### src/rtl/regfile_pkg.sv
// Shared types and constants for the register file and its arbiter.
// The CPU top reuses the requester indices and default widths.
package regfile_pkg;

  localparam int DATA_W_DEF  = 8;
  localparam int RF_SIZE_DEF = 4;
  localparam int NUM_REQ_MAX = 4;

  localparam int REQ_CPU = 0;
  localparam int REQ_DBG = 1;

  typedef enum logic [1:0] {
    S_IDLE  = 2'd0,
    S_GRANT = 2'd1,
    S_LOCK  = 2'd2
  } state_e;

endpackage

### src/rtl/regfile_bank.sv
// Register storage: two async read ports, one sync write port.
// Async reset clears every register.
module regfile_bank
  import regfile_pkg::*;
#(
  parameter int ADDR_W = RF_SIZE_DEF,
  parameter int DATA_W = DATA_W_DEF
) (
  input  logic              clk,
  input  logic              rst,
  input  logic              we,
  input  logic [ADDR_W-1:0] waddr,
  input  logic [DATA_W-1:0] wdata,
  input  logic [ADDR_W-1:0] raddr_a,
  input  logic [ADDR_W-1:0] raddr_b,
  output logic [DATA_W-1:0] rdata_a,
  output logic [DATA_W-1:0] rdata_b
);

  localparam int DEPTH = 2 ** ADDR_W;

  logic [DATA_W-1:0] mem_q [DEPTH];

  always_ff @(posedge clk or negedge rst) begin
    if (!rst) begin
      for (int i = 0; i < DEPTH; i++) begin
        mem_q[i] <= '0;
      end
    end else if (we) begin
      mem_q[waddr] <= wdata;
    end
  end

  assign rdata_a = mem_q[raddr_a];
  assign rdata_b = mem_q[raddr_b];

endmodule

### src/rtl/regfile_arbiter.sv
// Round-robin arbiter with bounded lock in front of the register file.
// One access (two reads, optional write) per granted cycle.
module regfile_arbiter
  import regfile_pkg::*;
#(
  parameter int NUM_REQ  = 2,
  parameter int RF_SIZE  = RF_SIZE_DEF,
  parameter int DATA_W   = DATA_W_DEF,
  parameter int LOCK_MAX = 4
) (
  input  logic                        clk,
  input  logic                        rst,
  input  logic [NUM_REQ-1:0]          req,
  input  logic [NUM_REQ-1:0]          lock,
  input  logic [NUM_REQ-1:0]          we,
  input  logic [NUM_REQ*RF_SIZE-1:0]  ra,
  input  logic [NUM_REQ*RF_SIZE-1:0]  rb,
  input  logic [NUM_REQ*RF_SIZE-1:0]  rd,
  input  logic [NUM_REQ*DATA_W-1:0]   wdata,
  output logic [NUM_REQ-1:0]          gnt,
  output logic [DATA_W-1:0]           rdata_a,
  output logic [DATA_W-1:0]           rdata_b,
  output logic [NUM_REQ-1:0]          rvalid
);

  localparam int IDX_W = (NUM_REQ > 1) ? $clog2(NUM_REQ) : 1;
  localparam int CNT_W = $clog2(LOCK_MAX) + 1;

  state_e             state_q, state_d;
  logic [IDX_W-1:0]   owner_q, owner_d;
  logic [IDX_W-1:0]   ptr_q, ptr_d;
  logic [CNT_W-1:0]   cnt_q, cnt_d;
  logic [NUM_REQ-1:0] gnt_q, gnt_d;
  logic [NUM_REQ-1:0] rvalid_q, rvalid_d;
  logic [DATA_W-1:0]  rdata_a_q, rdata_a_d;
  logic [DATA_W-1:0]  rdata_b_q, rdata_b_d;

  logic               active;
  logic               bank_we;
  logic [RF_SIZE-1:0] own_ra, own_rb, own_rd;
  logic [DATA_W-1:0]  own_wdata;
  logic [DATA_W-1:0]  bank_a, bank_b;
  logic [IDX_W-1:0]   win;
  logic               keep;

  // Lowest offset from start wins; start is always last owner + 1.
  function automatic logic [IDX_W-1:0] rr_pick(
    input logic [NUM_REQ-1:0] r,
    input logic [IDX_W-1:0]   start
  );
    logic [IDX_W-1:0] pick;
    int idx;
    pick = '0;
    for (int k = NUM_REQ - 1; k >= 0; k--) begin
      idx = (int'(start) + k) % NUM_REQ;
      if (r[idx]) pick = IDX_W'(idx);
    end
    return pick;
  endfunction

  function automatic logic [IDX_W-1:0] nxt(
    input logic [IDX_W-1:0] i
  );
    return IDX_W'((int'(i) + 1) % NUM_REQ);
  endfunction

  assign active    = (state_q != S_IDLE);
  assign own_ra    = ra[owner_q*RF_SIZE +: RF_SIZE];
  assign own_rb    = rb[owner_q*RF_SIZE +: RF_SIZE];
  assign own_rd    = rd[owner_q*RF_SIZE +: RF_SIZE];
  assign own_wdata = wdata[owner_q*DATA_W +: DATA_W];
  assign bank_we   = active & we[owner_q];

  regfile_bank #(
    .ADDR_W (RF_SIZE),
    .DATA_W (DATA_W)
  ) u_bank (
    .clk     (clk),
    .rst     (rst),
    .we      (bank_we),
    .waddr   (own_rd),
    .wdata   (own_wdata),
    .raddr_a (own_ra),
    .raddr_b (own_rb),
    .rdata_a (bank_a),
    .rdata_b (bank_b)
  );

  assign win  = rr_pick(req, ptr_q);
  assign keep = lock[owner_q] && (int'(cnt_q) < LOCK_MAX - 1);

  always_comb begin
    state_d   = state_q;
    owner_d   = owner_q;
    ptr_d     = ptr_q;
    cnt_d     = cnt_q;
    gnt_d     = '0;
    rvalid_d  = gnt_q;
    rdata_a_d = active ? bank_a : '0;
    rdata_b_d = active ? bank_b : '0;
    unique case (state_q)
      S_GRANT, S_LOCK: begin
        if (keep) begin
          state_d = S_LOCK;
          cnt_d   = cnt_q + 1'b1;
          gnt_d   = gnt_q;
        end else begin
          cnt_d = '0;
          if (|req) begin
            state_d = S_GRANT;
            owner_d = win;
            ptr_d   = nxt(win);
            gnt_d   = NUM_REQ'(1) << win;
          end else begin
            state_d = S_IDLE;
          end
        end
      end
      default: begin
        cnt_d = '0;
        if (|req) begin
          state_d = S_GRANT;
          owner_d = win;
          ptr_d   = nxt(win);
          gnt_d   = NUM_REQ'(1) << win;
        end
      end
    endcase
  end

  always_ff @(posedge clk or negedge rst) begin
    if (!rst) begin
      state_q   <= S_IDLE;
      owner_q   <= '0;
      ptr_q     <= '0;
      cnt_q     <= '0;
      gnt_q     <= '0;
      rvalid_q  <= '0;
      rdata_a_q <= '0;
      rdata_b_q <= '0;
    end else begin
      state_q   <= state_d;
      owner_q   <= owner_d;
      ptr_q     <= ptr_d;
      cnt_q     <= cnt_d;
      gnt_q     <= gnt_d;
      rvalid_q  <= rvalid_d;
      rdata_a_q <= rdata_a_d;
      rdata_b_q <= rdata_b_d;
    end
  end

  assign gnt     = gnt_q;
  assign rvalid  = rvalid_q;
  assign rdata_a = rdata_a_q;
  assign rdata_b = rdata_b_q;

endmodule

### config.mk
export PLATFORM = sky130hd
export DESIGN_NAME = regfile_arbiter
export DESIGN_NICKNAME = d
export VERILOG_FILES = /design/src/rtl/regfile_pkg.sv /design/src/rtl/regfile_bank.sv /design/src/rtl/regfile_arbiter.sv
export SDC_FILE = /design/constraint.sdc
export NUM_CORES = 1
export LEC_CHECK = 0
export BUFFER_PORTS_ARGS = -buffer_cell sky130_fd_sc_hd__buf_2
export CORE_UTILIZATION = 60
export DETAILED_ROUTE_END_ITERATION = 10
export HOLD_SLACK_MARGIN = 0.02
export PLACE_DENSITY = 0.9
export SYNTH_ARGS = -nofsm -noshare
export SYNTH_HDL_FRONTEND = slang
export SYNTH_HIERARCHICAL = 1
export SYNTH_SLANG_ARGS = --single-unit
### constraint.sdc
create_clock -name clk -period 3.2 [get_ports clk]
set_clock_uncertainty 0.05 [all_clocks]
set_input_delay 0.64 -clock clk [delete_from_list [all_inputs] [get_ports clk]]
set_output_delay 0.64 -clock clk [all_outputs]
set_load 0.05 [all_outputs]
==> results.json <==
{
  "ys.flop_type": "dfrtp_1",
  "synth_most_common_cell": "dfrtp_1",
  "setup_viol": 0,
  "cts_buffers": 17,
  "end_kind": "flop",
  "worst_skew_pair.late_latency_ps": 440,
  "synth_edf_count": 0,
  "synth_seq_cells": 155,
  "crit_fanout": 22,
  "drive_gt1_share_pct": 56.25,
  "design_area_um2": 9225,
  "max-vdd-ir-drop_uv": 555.9,
  "totalWireLength_um": 20230,
  "synth_top_cell_by_area": "dfrtp_1",
  "grt_overflow": 0,
  "synth.net_count": 583,
  "final_antenna_net_count": 0,
  "die_area_um2": 13920,
  "maxSlewViolCount": 0,
  "grt_pass1_wl_um": 31640,
  "syn_to_final_growth_pct": 14.27,
  "grt_pass1_vias": 5588,
  "ys_types": 34,
  "dp_cells": 753,
  "grt_max_degree": 77,
  "root_buffer": "clkbuf_16",
  "antenna_found_initial": 0,
  "htreeDepth": 4,
  "rsz0062_at_grt": "no",
  "crit_type": "flop to flop",
  "finalCriticalPeriod_ps": 2924,
  "syn_inst": 533,
  "placed_area_um2": 8591,
  "via_per_inst": 6.707,
  "crit_path_start": "owner_q",
  "hold_viol": 0,
  "io_buffers": 67,
  "p_leak_nw": 4.063,
  "synth_commonest_cells": "155 x dfrtp_1, 140 x mux2_2, 64 x mux4_2, 32 x a22oi_1",
  "power.total_mw": 10.17,
  "drt-initial-drc-count": 474,
  "ff2ff_path_depth": 6,
  "core.rowCount": 42,
  "instances_no_fill": 784,
  "cts_hold_buffers": 0,
  "start_util_pct": 61.20,
  "fmax_mhz": 342.0,
  "vias": 5258,
  "synthTopCellsByArea": "dfrtp_1 48%, mux2_2 20%, mux4_2 18%, a22oi_1 3.0%, nor2b_1 1.5%",
  "ios": 68,
  "hp-class": "input pin to asynchronous set/reset pin",
  "fp.coreArea_um2": 13190,
  "tns_ps": 0,
  "wl_per_cell_um": 25.80,
  "cp.arrival_ps": 3190,
  "clock_path_buffers": 2,
  "first_pass_iters": 5,
  "cts_tree": "done",
  "cts.clk_slew.worst_paths_ps": 60,
  "fp.dieW_um": 118.0,
  "postCtsSetupBuffers": 0,
  "hpwl_um": 12890,
  "layout_worst_path_cycle_share_pct": 91.38,
  "r2r_start": "owner_q",
  "cts.repair.resized": 0,
  "r2r-end": "u_bank/mem_q[104]",
  "yosysTopAreaCellShare_pct": 48.05,
  "slew_headroom_pct": 36.49,
  "rrSetupSlack_ps": 280,
  "critPathRequiredTime_ps": 3460,
  "ys_warn_count": 6,
  "syn_area_per_cell_um2": 15.15,
  "async_reset_ff_share_pct": 100.0,
  "seq_area_frac_synth_pct": 48.05,
  "drv_cap": 0,
  "netlist_area_um2": 8073,
  "cts.sinks": 155,
  "grtUsageTotal_pct": 31.14,
  "nets": 646,
  "place_congestion": 0.8393,
  "fin_util_pct": 69.94,
  "antenna_cells": 0,
  "drc": 0,
  "power_density_nw_per_um2": 1103,
  "worst_pin_slew_ps": 952.6,
  "dieHeight_um": 118.0,
  "start_kind": "flop",
  "status": "finished clean"
}
## metal layers
metal	track usage (%)	routed length [µm]	up-vias	part of all wire, %
li1	-	-	2151	-
met2	51.32	10380	275	51
met4	13.46	695	0	3.4
met1	39.79	7583	2764	37
met5	0	0	-	0
met3	7.122	1568	68	7.8
## per-stage QoR
stage	worst slack [ps]	hold WS (ps)
after floorplan	831.4	294.4
after global placement	408.0	331.7
after detailed placement	350.1	355.0
after CTS	346.0	216.8
after global routing	210.2	260.9
final	275.9	199.6
## cells by family after synthesis
logic type,after synthesis,share of synthesized area [%]
mux,216,39.37
simple gates,76,6.045
flops,155,48.05
fa+ha+maj,2,0.3099
buf+inv,45,2.619
compound gates,39,3.611
## cells in the final DEF (no fill, tap or decap), types with 2 or more instances in the layout
cell type and n:
clkbuf_16 17, nor3_2 3, clkbuf_8 3, buf_2 66, a22oi_1 32, buf_4 14
nor2_1 5, buf_12 2, nor2b_1 20, o21ai_0 2, nand3b_1 2, nor2_2 6
mux4_2 64, nor3_4 3, mux2i_1 4, ha_1 2, clkinv_4 2, clkinvlp_4 2
nand2_1 20, mux2_4 8, dfrtp_1 155, bufinv_16 4, nand2b_4 2, nand3_1 2
inv_1 6, and2_1 5, clkinv_2 3, mux2_2 140, or3_1 3, nand2b_1 2
## where the power goes
part,switching [mW],leakage [nW],internal (mW)
sequential,0.731,1.93,2.93
clock,0.784,0.308,1.36
combinational,2.10,1.82,2.26
total,3.62,4.06,6.56
## how the worst max path moves through the flow
stage                        end  slack [ps]  cells after the start
2_1_floorplan         rdata_a[5]         830                      9
3_3_place_gp          rdata_a[7]         410                      7
3_5_place_dp          rdata_a[4]         350                      7
4_1_cts        u_bank/mem_q[104]         350                      6
5_1_grt        u_bank/mem_q[104]         210                      6
6_report       u_bank/mem_q[104]         280                      6
## worst max-delay path, stage by stage (launching register included)
cell,delay (ps)
dfrtp_1,350
buf_4,350
mux2i_1,130
nor2_1,390
nand2_1,360
nor4_4,730
mux2_2,420
## flip-flops by register name, indices dropped and copies added (netlist names)
signal        cells
rdata_b           8
rdata_a           8
ptr_q             1
rvalid            2
gnt               2
state_q           2
u_bank/mem_q    128
owner_q           1
cnt_q             3
## final cells by class
| cell class | count | area, µm² |
|---|---|---|
| Fill cell | 865 | 3965 |
| Timing Repair Buffer | 83 | 486.7 |
| Inverter | 6 | 22.52 |
| Tap cell | 176 | 220.2 |
| Multi-Input combinational cell | 333 | 3983 |
| Sequential cell | 155 | 3879 |
| Clock inverter | 11 | 167.7 |
| Clock buffer | 20 | 466.7 |
Power figures use the tool's default switching activity.
